$ cat src/rtl/seq_ctrl_pkg.sv
// Shared constants for the accumulator-CPU sequencer: ctrl bus layout, ALU codes,
// opcodes, step numbering and the decode record passed from seq_decode to seq_control.
package seq_ctrl_pkg;

    // ctrl bus bit positions, MSB first
    localparam int CW          = 19;
    localparam int CB_ARLOAD   = 18;
    localparam int CB_ARINC    = 17;
    localparam int CB_PCLOAD   = 16;
    localparam int CB_PCINC    = 15;
    localparam int CB_DRLOAD   = 14;
    localparam int CB_IRLOAD   = 13;
    localparam int CB_TRLOAD   = 12;
    localparam int CB_RLOAD    = 11;
    localparam int CB_ACLOAD   = 10;
    localparam int CB_ZLOAD    = 9;
    localparam int CB_ACLOADR  = 8;
    localparam int CB_PCBUS    = 7;
    localparam int CB_DRBUSD   = 6;
    localparam int CB_DRBUSA   = 5;
    localparam int CB_TRBUS    = 4;
    localparam int CB_RBUS     = 3;
    localparam int CB_ACBUS    = 2;
    localparam int CB_MEMRD    = 1;
    localparam int CB_MEMWR    = 0;

    localparam logic [3:0] ALU_CLAC = 4'b0000;
    localparam logic [3:0] ALU_ADD  = 4'b0001;
    localparam logic [3:0] ALU_SUB  = 4'b0010;
    localparam logic [3:0] ALU_INAC = 4'b0011;
    localparam logic [3:0] ALU_AND  = 4'b0100;
    localparam logic [3:0] ALU_OR   = 4'b0101;
    localparam logic [3:0] ALU_NOT  = 4'b0110;
    localparam logic [3:0] ALU_XOR  = 4'b0111;
    localparam logic [3:0] ALU_PASS = 4'b1000;

    localparam logic [7:0] OP_NOP   = 8'h00;
    localparam logic [7:0] OP_LDAC  = 8'h01;
    localparam logic [7:0] OP_STAC  = 8'h02;
    localparam logic [7:0] OP_MOVAC = 8'h03;
    localparam logic [7:0] OP_MOVR  = 8'h04;
    localparam logic [7:0] OP_JUMP  = 8'h05;
    localparam logic [7:0] OP_JMPZ  = 8'h06;
    localparam logic [7:0] OP_JPNZ  = 8'h07;
    localparam logic [7:0] OP_ADD   = 8'h08;
    localparam logic [7:0] OP_SUB   = 8'h09;
    localparam logic [7:0] OP_INAC  = 8'h0A;
    localparam logic [7:0] OP_CLAC  = 8'h0B;
    localparam logic [7:0] OP_AND   = 8'h0C;
    localparam logic [7:0] OP_OR    = 8'h0D;
    localparam logic [7:0] OP_XOR   = 8'h0E;
    localparam logic [7:0] OP_NOT   = 8'h0F;
    localparam logic [3:0] OP_MOVR_N  = 4'h1;
    localparam logic [3:0] OP_MOVAC_N = 4'h2;
    localparam logic [7:0] OP_HALT  = 8'hFF;

    localparam logic [3:0] S_F1 = 4'd0;
    localparam logic [3:0] S_F2 = 4'd1;
    localparam logic [3:0] S_F3 = 4'd2;
    localparam logic [3:0] S_E1 = 4'd3;
    localparam logic [3:0] S_E2 = 4'd4;
    localparam logic [3:0] S_E3 = 4'd5;
    localparam logic [3:0] S_E4 = 4'd6;
    localparam logic [3:0] S_E5 = 4'd7;
    localparam logic [3:0] S_E6 = 4'd8;

    // one-hot instruction classes
    localparam int OPC_NOP   = 0;
    localparam int OPC_LDAC  = 1;
    localparam int OPC_STAC  = 2;
    localparam int OPC_MOVAC = 3;
    localparam int OPC_MOVR  = 4;
    localparam int OPC_JUMP  = 5;
    localparam int OPC_JMPZ  = 6;
    localparam int OPC_JPNZ  = 7;
    localparam int OPC_ALU   = 8;
    localparam int OPC_HALT  = 9;
    localparam int NOPC      = 10;

    typedef logic [NOPC-1:0] op_vec_t;

    typedef struct packed {
        op_vec_t    op;
        logic [3:0] alus;
        logic [3:0] last;
        logic       illegal;
    } dec_t;

    function automatic int rsw_of(input int n);
        return (n > 1) ? $clog2(n) : 1;
    endfunction

endpackage

$ cat src/rtl/seq_decode.sv
// Combinational instruction decoder: IR byte -> instruction class, ALU op,
// register select, final execute step and illegal flag.
module seq_decode
    import seq_ctrl_pkg::*;
#(
    parameter int NREG = 4
) (
    input  logic [7:0]              instr,
    output dec_t                    dec,
    output logic [rsw_of(NREG)-1:0] rsel
);

    localparam int RSW = rsw_of(NREG);

    logic [3:0] lo;
    logic       reg_ok;

    assign lo     = instr[3:0];
    assign reg_ok = ({28'd0, lo} < 32'(NREG));

    always_comb begin
        dec         = '0;
        dec.alus    = ALU_PASS;
        dec.last    = S_E1;
        rsel        = '0;
        case (instr)
            OP_NOP:   dec.op[OPC_NOP] = 1'b1;
            OP_LDAC: begin
                dec.op[OPC_LDAC] = 1'b1;
                dec.last         = S_E6;
            end
            OP_STAC: begin
                dec.op[OPC_STAC] = 1'b1;
                dec.last         = S_E5;
            end
            OP_MOVAC: dec.op[OPC_MOVAC] = 1'b1;
            OP_MOVR:  dec.op[OPC_MOVR]  = 1'b1;
            OP_JUMP: begin
                dec.op[OPC_JUMP] = 1'b1;
                dec.last         = S_E3;
            end
            OP_JMPZ: begin
                dec.op[OPC_JMPZ] = 1'b1;
                dec.last         = S_E3;
            end
            OP_JPNZ: begin
                dec.op[OPC_JPNZ] = 1'b1;
                dec.last         = S_E3;
            end
            OP_ADD, OP_SUB, OP_INAC, OP_CLAC, OP_AND, OP_OR, OP_XOR, OP_NOT: begin
                dec.op[OPC_ALU] = 1'b1;
                dec.last        = S_E2;
                case (instr)
                    OP_ADD:  dec.alus = ALU_ADD;
                    OP_SUB:  dec.alus = ALU_SUB;
                    OP_INAC: dec.alus = ALU_INAC;
                    OP_CLAC: dec.alus = ALU_CLAC;
                    OP_AND:  dec.alus = ALU_AND;
                    OP_OR:   dec.alus = ALU_OR;
                    OP_XOR:  dec.alus = ALU_XOR;
                    default: dec.alus = ALU_NOT;
                endcase
            end
            OP_HALT:  dec.op[OPC_HALT] = 1'b1;
            default: begin
                if (instr[7:4] == OP_MOVR_N && reg_ok) begin
                    dec.op[OPC_MOVR] = 1'b1;
                    rsel             = RSW'(lo);
                end else if (instr[7:4] == OP_MOVAC_N && reg_ok) begin
                    dec.op[OPC_MOVAC] = 1'b1;
                    rsel              = RSW'(lo);
                end else begin
                    // undefined codes retire as a NOP after flagging
                    dec.op[OPC_NOP] = 1'b1;
                    dec.illegal     = 1'b1;
                end
            end
        endcase
    end

endmodule

$ cat src/rtl/seq_control.sv
// Hardwired sequencer: binary step counter over fetch/execute, wait-state and
// run/halt qualification, and the ctrl strobe equations for the datapath.
module seq_control
    import seq_ctrl_pkg::*;
#(
    parameter int         NREG    = 4,
    parameter bit         WAIT_EN = 1'b1,
    parameter logic [1:0] RUN_ST  = 2'b11
) (
    input  logic                    clk,
    input  logic                    rst,
    input  logic [7:0]              instr,
    input  logic                    Z,
    input  logic [1:0]              CPUstate,
    input  logic                    mem_ack,
    output logic [CW-1:0]           ctrl,
    output logic [3:0]              alus,
    output logic [rsw_of(NREG)-1:0] rsel,
    output logic [3:0]              step,
    output logic                    clr,
    output logic                    halted,
    output logic                    illegal
);

    logic [3:0]    step_reg, step_next;
    logic          halted_reg, halted_next;
    dec_t          dec;
    logic [CW-1:0] raw_ctrl;
    logic          mem_step;
    logic          run, ack, step_ack;
    logic          in_exec, bad_step, final_step;
    logic          jump_any, taken;

    seq_decode #(.NREG(NREG)) u_decode (
        .instr (instr),
        .dec   (dec),
        .rsel  (rsel)
    );

    assign run      = (CPUstate == RUN_ST) && !halted_reg;
    assign ack      = !WAIT_EN || mem_ack;
    assign step_ack = !mem_step || ack;
    assign in_exec  = (step_reg >= S_E1) && (step_reg <= S_E6);
    assign bad_step = (step_reg > S_E6);
    assign final_step = bad_step || (in_exec && (step_reg >= dec.last));

    assign jump_any = dec.op[OPC_JUMP] || dec.op[OPC_JMPZ] || dec.op[OPC_JPNZ];
    assign taken    = dec.op[OPC_JUMP] || (dec.op[OPC_JMPZ] && Z) || (dec.op[OPC_JPNZ] && !Z);

    // Ungated strobes for the current step; mem_step marks steps that wait on mem_ack
    always_comb begin
        raw_ctrl = '0;
        mem_step = 1'b0;
        case (step_reg)
            S_F1: begin
                raw_ctrl[CB_PCBUS]  = 1'b1;
                raw_ctrl[CB_ARLOAD] = 1'b1;
            end
            S_F2: begin
                mem_step            = 1'b1;
                raw_ctrl[CB_MEMRD]  = 1'b1;
                raw_ctrl[CB_DRLOAD] = 1'b1;
                raw_ctrl[CB_PCINC]  = 1'b1;
            end
            S_F3: begin
                raw_ctrl[CB_PCBUS]  = 1'b1;
                raw_ctrl[CB_ARLOAD] = 1'b1;
                raw_ctrl[CB_IRLOAD] = 1'b1;
            end
            default: begin
                if (dec.op[OPC_LDAC] || dec.op[OPC_STAC]) begin
                    case (step_reg)
                        S_E1: begin
                            mem_step            = 1'b1;
                            raw_ctrl[CB_MEMRD]  = 1'b1;
                            raw_ctrl[CB_DRLOAD] = 1'b1;
                            raw_ctrl[CB_PCINC]  = 1'b1;
                            raw_ctrl[CB_ARINC]  = 1'b1;
                        end
                        S_E2: begin
                            mem_step            = 1'b1;
                            raw_ctrl[CB_MEMRD]  = 1'b1;
                            raw_ctrl[CB_TRLOAD] = 1'b1;
                            raw_ctrl[CB_DRLOAD] = 1'b1;
                            raw_ctrl[CB_PCINC]  = 1'b1;
                        end
                        S_E3: begin
                            raw_ctrl[CB_DRBUSA] = 1'b1;
                            raw_ctrl[CB_TRBUS]  = 1'b1;
                            raw_ctrl[CB_ARLOAD] = 1'b1;
                        end
                        S_E4: begin
                            raw_ctrl[CB_DRLOAD] = 1'b1;
                            if (dec.op[OPC_LDAC]) begin
                                mem_step           = 1'b1;
                                raw_ctrl[CB_MEMRD] = 1'b1;
                            end else begin
                                raw_ctrl[CB_ACBUS] = 1'b1;
                            end
                        end
                        S_E5: begin
                            raw_ctrl[CB_DRBUSD] = 1'b1;
                            if (dec.op[OPC_LDAC]) begin
                                raw_ctrl[CB_ACLOAD] = 1'b1;
                            end else begin
                                mem_step           = 1'b1;
                                raw_ctrl[CB_MEMWR] = 1'b1;
                            end
                        end
                        default: ;  // LDAC E6 is a strobe-free retire beat
                    endcase
                end else if (jump_any) begin
                    if (taken) begin
                        case (step_reg)
                            S_E1: begin
                                mem_step            = 1'b1;
                                raw_ctrl[CB_MEMRD]  = 1'b1;
                                raw_ctrl[CB_DRLOAD] = 1'b1;
                                raw_ctrl[CB_ARINC]  = 1'b1;
                            end
                            S_E2: begin
                                mem_step            = 1'b1;
                                raw_ctrl[CB_MEMRD]  = 1'b1;
                                raw_ctrl[CB_TRLOAD] = 1'b1;
                                raw_ctrl[CB_DRLOAD] = 1'b1;
                            end
                            S_E3: begin
                                raw_ctrl[CB_DRBUSA] = 1'b1;
                                raw_ctrl[CB_TRBUS]  = 1'b1;
                                raw_ctrl[CB_PCLOAD] = 1'b1;
                            end
                            default: ;
                        endcase
                    end else if (step_reg == S_E2 || step_reg == S_E3) begin
                        // not taken: step PC over the two address bytes
                        raw_ctrl[CB_PCINC] = 1'b1;
                    end
                end else if (dec.op[OPC_ALU]) begin
                    if (step_reg == S_E1) begin
                        raw_ctrl[CB_RBUS]   = 1'b1;
                        raw_ctrl[CB_TRLOAD] = 1'b1;
                    end else if (step_reg == S_E2) begin
                        raw_ctrl[CB_TRBUS]  = 1'b1;
                        raw_ctrl[CB_ACLOAD] = 1'b1;
                        raw_ctrl[CB_ZLOAD]  = 1'b1;
                    end
                end else if (dec.op[OPC_MOVR]) begin
                    raw_ctrl[CB_RBUS]    = 1'b1;
                    raw_ctrl[CB_ACLOADR] = 1'b1;
                    raw_ctrl[CB_ZLOAD]   = 1'b1;
                end else if (dec.op[OPC_MOVAC]) begin
                    raw_ctrl[CB_ACBUS] = 1'b1;
                    raw_ctrl[CB_RLOAD] = 1'b1;
                end else if (dec.op[OPC_NOP] || dec.op[OPC_HALT]) begin
                    // no datapath activity; HALT acts through halted_next
                end
                if (!in_exec) begin
                    raw_ctrl = '0;
                    mem_step = 1'b0;
                end
            end
        endcase
    end

    // Memory strobes cover the whole step; everything else waits for the ack
    genvar gi;
    generate
        for (gi = 0; gi < CW; gi++) begin : g_ctrl
            if (gi == CB_MEMRD || gi == CB_MEMWR) begin : g_mem
                assign ctrl[gi] = run && raw_ctrl[gi];
            end else begin : g_dp
                assign ctrl[gi] = run && raw_ctrl[gi] && step_ack;
            end
        end
    endgenerate

    assign clr     = run && final_step && step_ack;
    assign illegal = run && (step_reg == S_E1) && dec.illegal;
    assign alus    = in_exec ? dec.alus : ALU_PASS;
    assign step    = step_reg;
    assign halted  = halted_reg;

    always_comb begin
        step_next   = step_reg;
        halted_next = halted_reg;
        if (bad_step) begin
            step_next = S_F1;
        end else if (run && step_ack) begin
            step_next = final_step ? S_F1 : step_reg + 4'd1;
        end
        if (run && (step_reg == S_E1) && dec.op[OPC_HALT]) begin
            halted_next = 1'b1;
        end
    end

    always_ff @(posedge clk) begin
        if (rst) begin
            step_reg   <= S_F1;
            halted_reg <= 1'b0;
        end else begin
            step_reg   <= step_next;
            halted_reg <= halted_next;
        end
    end

endmodule

$ cat config.mk
export PLATFORM = sky130hd
export DESIGN_NAME = seq_control
export DESIGN_NICKNAME = d
export VERILOG_FILES = /design/src/rtl/seq_ctrl_pkg.sv /design/src/rtl/seq_decode.sv /design/src/rtl/seq_control.sv
export SDC_FILE = /design/constraint.sdc
export NUM_CORES = 1
export LEC_CHECK = 0
export BUFFER_PORTS_ARGS = -buffer_cell sky130_fd_sc_hd__buf_2
export CAP_MARGIN = 20
export CORE_AREA = 4 4 46 64
export DETAILED_ROUTE_END_ITERATION = 8
export DIE_AREA = 0 0 50 68
export PLACE_DENSITY = 0.82
export SLEW_MARGIN = 20
export SYNTH_ARGS = -nofsm -noshare
export SYNTH_HDL_FRONTEND = slang
export SYNTH_SLANG_ARGS = --single-unit
$ cat constraint.sdc
create_clock -name clk -period 8.8 [get_ports clk]
set_input_delay 1.32 -clock clk [delete_from_list [all_inputs] [get_ports clk]]
set_output_delay 1.32 -clock clk [all_outputs]
set_load 0.01 [all_outputs]
# Yosys cells after proc, flatten, opt, wreduce, memory -nomap -nowiden
# Index checks and enable logic that the tools add are counted.
# totals
word_cells,197
out_inout_bits,32
ff_bits,5
inputBits,14
# classes
n_reduce_logical,73
mux,90
addsub,1
n_eq_ne,26
magnitude_cmp,5
# op_table
cell,count
$eq A8 B4 Y1 const B,8
$mux W1,55
$logic_and A1 B1 Y1,49
$eq A8 B3 Y1 const B,4
$reduce_or A16 Y1,2
$mux W2,15
$pmux W3 S7,1
$mux W4,5
$mux W19,1
$reduce_or A17 Y1,1
$eq A4 B3 Y1 const B,4
$eq A8 B2 Y1 const B,2
$pmux W1 S2,8
$pmux W4 S4,1
$eq A4 B2 Y1 const B,3
$mux W5,2
$reduce_or A3 Y1,3
$eq A4 B1 Y1 const B,2
$eq A8 B1 Y1 const B,1
$eq A8 B8 Y1 const B,1
$logic_not A8 Y1,1
$logic_or A1 B1 Y1,8
$reduce_or A2 Y1,4
$reduce_or A8 Y1,1
other kinds (11),13

# Depth between registers and ports, before layout
# logic_depth
depth_word,14
ltp_mapped,11
mapped_depth_nobuf,10

# By module
# Synthesis repeated with hierarchy kept, for this count alone.
# hier_totals
cells_unflattened,199
area_unflattened_um2,1222.4
# modules_own_cells
module,seq_area_each_um2,area_per_inst_um2,cells_each,instances
seq_control,100.1,907.1,145,1
seq_decode,0.0,315.3,54,1

# Worst setup path before layout
# Ideal clock, no wire load.
# synth_timing
path_kind,in2out
startpoint,input instr[2]
endpoint,output clr
arrival_time_ns,3.440
cell_stages,10
path_buffers,2
required_ns,7.480
path_slack_ns,4.040
cell_sequence,buf_6 -> or4_1 -> buf_2 -> or3_1 -> a21oi_1 -> nor2_1 -> ha_1 -> a21o_1 -> o21ai_0 -> nor2_1
# synth_via
elab_chain_cells,13
word_cells_on_any_way,43
# synth_lines
item,line,text
from (decl),seq_control.sv:12,"input logic [7:0] instr,"
$eq A8 B3 Y1,seq_decode.sv:26,case (instr)
$mux W1,seq_decode.sv:26,
$logic_and A1 B1 Y1,seq_control.sv:48,assign taken = dec.op[OPC_JUMP] || (dec.op[OPC_JMPZ] && Z) || (dec.op[OPC_JPNZ] && !Z);
$logic_or A1 B1 Y1 (2 in a row),seq_control.sv:48,
$mux W1,seq_control.sv:113,if (taken) begin
$mux W1,seq_control.sv:112,end else if (jump_any) begin
$mux W1,seq_control.sv:71,if (dec.op[OPC_LDAC] || dec.op[OPC_STAC]) begin
$mux W1,seq_control.sv:157,if (!in_exec) begin
$pmux W1 S2,seq_control.sv:54,case (step_reg)
$logic_not A1 Y1,seq_control.sv:42,assign step_ack = !mem_step || ack;
$logic_or A1 B1 Y1,seq_control.sv:42,
$logic_and A1 B1 Y1 *,seq_control.sv:177,assign clr = run && final_step && step_ack;
to (decl),seq_control.sv:20,"output logic clr,"
# Every way passes the cells marked *; elsewhere a longest branch is shown, timed or not.

# Worst setup path after layout
# layout_timing
startpoint,input instr[3]
endpoint,output clr
# The elaborated chain is that of the path after synthesis.

==> metrics.md <==
| Metric | Value |
|---|---|
| Arr. time, crit path | `~3800 ps` |
| Htree depth | `1` |
| Largest net degree at the start of global routing | `21` |
| DIE WIDTH | `50 um` |
| Placer Congestion | `just under 1` |
| DIE HEIGHT | `just under 70 um` |
| Synth-to-layout area growth | `16.9%` |
| Setup TNS | `0 ps` |
| Synth top area share | `under 10%` |
| Num rows | `21` |
| Ys flop type | `dfxtp_1` |
| Total CTS buffers | `3` |
| Final hold violation count | `0` |
| Mapped Nets | `a little over 200` |
| Yosys top cell by area | `a21oi_1` |
| Slowest library cell on the worst path | `or4_1` |
| Num ports | `46` |
| Max cap viols | `0` |
| PwrDens | `about 57 nW/um^2` |
| Crit path kind | `primary input to output port` |
| TritonRoute pass-1 iters | `4` |
| Antenna Nets Post-Route | `0` |
| Max Slew Vio Count | `0` |
| Clock-pin slew on the worst setup and hold paths | `roughly 40 ps` |
| Vias in the first global route | `between 1000 and 1500` |
| CP startpoint kind | `primary input` |
| Layout cells sized above 1 | `a little over a quarter` |
| Status | `finished, final reports clean` |
| CTS Sinks | `5` |
| Synth warnings | `0` |
| Setup WS post-layout | `3640 ps` |
| Setup violators final | `0` |
| First-pass GRT wire length | `about 5.8 mm` |
| Post-Synthesis Cell Area | `approximately 1200 sq um` |
| Resize count post-CTS | `0` |
| Least-Margin Pin Slew | `736 ps` |
| Hold slack | `between 400 and 500 ps` |
| Peak supply drop | `~0.054 mV` |
| Placed Cells | `about 250` |
| FFs w/ async S/R, synth | `0%` |
| Yosys reg bits | `5` |
| Drt total wl | `3.57 mm` |
| CP peak stage delay | `680 ps` |
| Total core area | `roughly 2400 sq um` |
| Fillers | `around 260` |
| Worst path cell trace | `buf_2, or4_1, or3_1, a21oi_1, nor2_1, ha_1, a21o_1, o21ai_0, nor2_1, buf_2` |
| Wire length per cell | `about 14 um` |
| FMAX | `about 190 MHz` |
| Crit path max fanout | `7` |
| Hpwl dp | `2.79 mm` |
| Slew HR | `approximately half` |
| Clock tree buffer depth | `2` |
| Cts-stage hold buffer count | `0` |
| Setup Buffers After CTS | `0` |
| Post-synth cell types | `56` |
| Non-Filler Instances | `252` |
| Max FFs per register | `4` |
| Via density | `between 5 and 6` |
| DRC | `0` |
| Seq/Total Area, Yosys | `8.10%` |
| DRT iter0 DRCs | `76` |
| Worst hold path type | `register to register` |
| Design Power | `0.0823 mW` |
| EDFF count, synth | `0` |
| Root buffer cell | `clkbuf_4` |
| Antenna Cells | `0` |
| Crit path time final | `5160 ps` |
| Required @ worst endpoint | `7480 ps` |
| GRT overflow | `0` |
| Total die area | `approximately 3400 sq um` |
| Avg Inst Size Synth | `between 6 and 7 sq um` |
| Pre-CTS setup slack | `roughly 3700 ps` |
| Post-Syn Instances | `about 180` |
| Antenna violations before repair | `0` |
| All-layer global routing usage | `between 20% and 30%` |
| Initial Utilization | `around half` |
| Crit end category | `output port` |
| Worst-Skew Late Latency | `~240 ps` |
| Top cells by area, synth | `a21oi_1, dfxtp_1, ha_1` |
| Via count | `approximately 1500` |
| Pleak | `around 0.64 nW` |
| CTS tree | `yes` |
| I/O Buffers | `45` |
| Tcrit/Tclk final | `about three fifths` |
| Final #Nets | `between 200 and 250` |
| Setup Skew | `roughly 0.86 ps` |
| RSZ-0062 raised after global routing | `no` |
==> cell usage after synthesis, types with 3 or more instances <==
master / instances
inv_1: 10
nand4_1: 3
nor2b_1: 4
nor2_1: 18
nor4_1: 3
dfxtp_1: 5
nand2b_1: 8
nor3_1: 7
a21o_1: 4
ha_1: 8
nand2_1: 13
o21ai_0: 4
a21oi_1: 20
and2_1: 3
xnor2_1: 3
clkbuf_1: 4
nand3b_1: 4
buf_2: 4
nand3_1: 9
o2111ai_1: 3
==> kinds of logic (layout without fill, tap and decap cells) <==
group	Yosys count	after routing	synth area share [%]
compound gates	53	53	29.8
xor+xnor	4	4	2.83
fa+ha+maj	8	8	8.10
buf+inv	23	59	9.92
flops	5	5	8.10
simple gates	89	89	41.3
==> power breakdown <==
| group | internal, mW | switching [mW] | total [mW] |
|---|---|---|---|
| sequential | 0.0233 | 0.000869 | 0.0241 |
| clock | 0.0172 | 0.00961 | 0.0268 |
| combinational | 0.0119 | 0.0195 | 0.0314 |
==> layout make-up <==
type | count | area, sq um | share of cell area [%]
repair buffers | 45 | 225 | 15.6
flip-flops and latches | 5 | 100 | 6.93
clock buffers | 4 | 26.3 | 1.82
inverters | 10 | 37.5 | 2.60
well taps | 34 | 42.5 | 2.94
multi-input cells | 154 | 1010 | 70.1
==> worst max-delay path: cells and delay by family <==
kind,cells,cell delay [ps]
compound gates,3,770
fa+ha+maj,1,270
buf+inv,2,300
simple gates,4,1170
==> routing by layer <==
| metal | share of wire [%] | wire, um | track usage, % |
|---|---|---|---|
| met1 | 39 | 1390 | 23.8 |
| met2 | 51 | 1820 | 37.7 |
| met3 | 6.4 | 227 | 2.61 |
| met4 | 3.7 | 133 | 12.8 |
| met5 | 0 | 0 | 0 |
==> placed cells by master, fill, tap and decap left out, drive strengths merged, types with 2 or more instances in the layout <==
cell type,n
a21oi,20
or3,2
xnor2,3
nor4b,2
a21boi,2
or2,2
buf,45
a31oi,2
nand2,13
inv,10
ha,8
nand2b,8
nand3b,4
a21o,4
nor2b,4
a221oi,2
o21ai,6
nor4,4
o2111ai,3
o31ai,2
dfxtp,5
o21a,2
nand3,9
nand4,3
and2,4
nor2,19
clkbuf,4
nor3,8
==> final timing paths <==
kind | slack, ps | from | cells past startpoint | end
max | 3640 | instr[3] | 10 | clr
min reg2reg | 490 | halted$_SDFFE_PP0P_ | 2 | halted$_SDFFE_PP0P_
min | 490 | halted$_SDFFE_PP0P_ | 2 | halted$_SDFFE_PP0P_
max reg2reg | 6090 | step[0]$_SDFFE_PP0P_ | 8 | step[1]$_SDFFE_PP0P_
==> per-stage QoR <==
step	area (sq um)	utilization [%]
after detailed placement	1420	59.3
after global routing	1450	60.4
after floorplan	1240	-
after global placement	1420	59.3
final	1450	60.4
after CTS	1450	60.4
No activity file was read; power rests on OpenSTA's default activity.
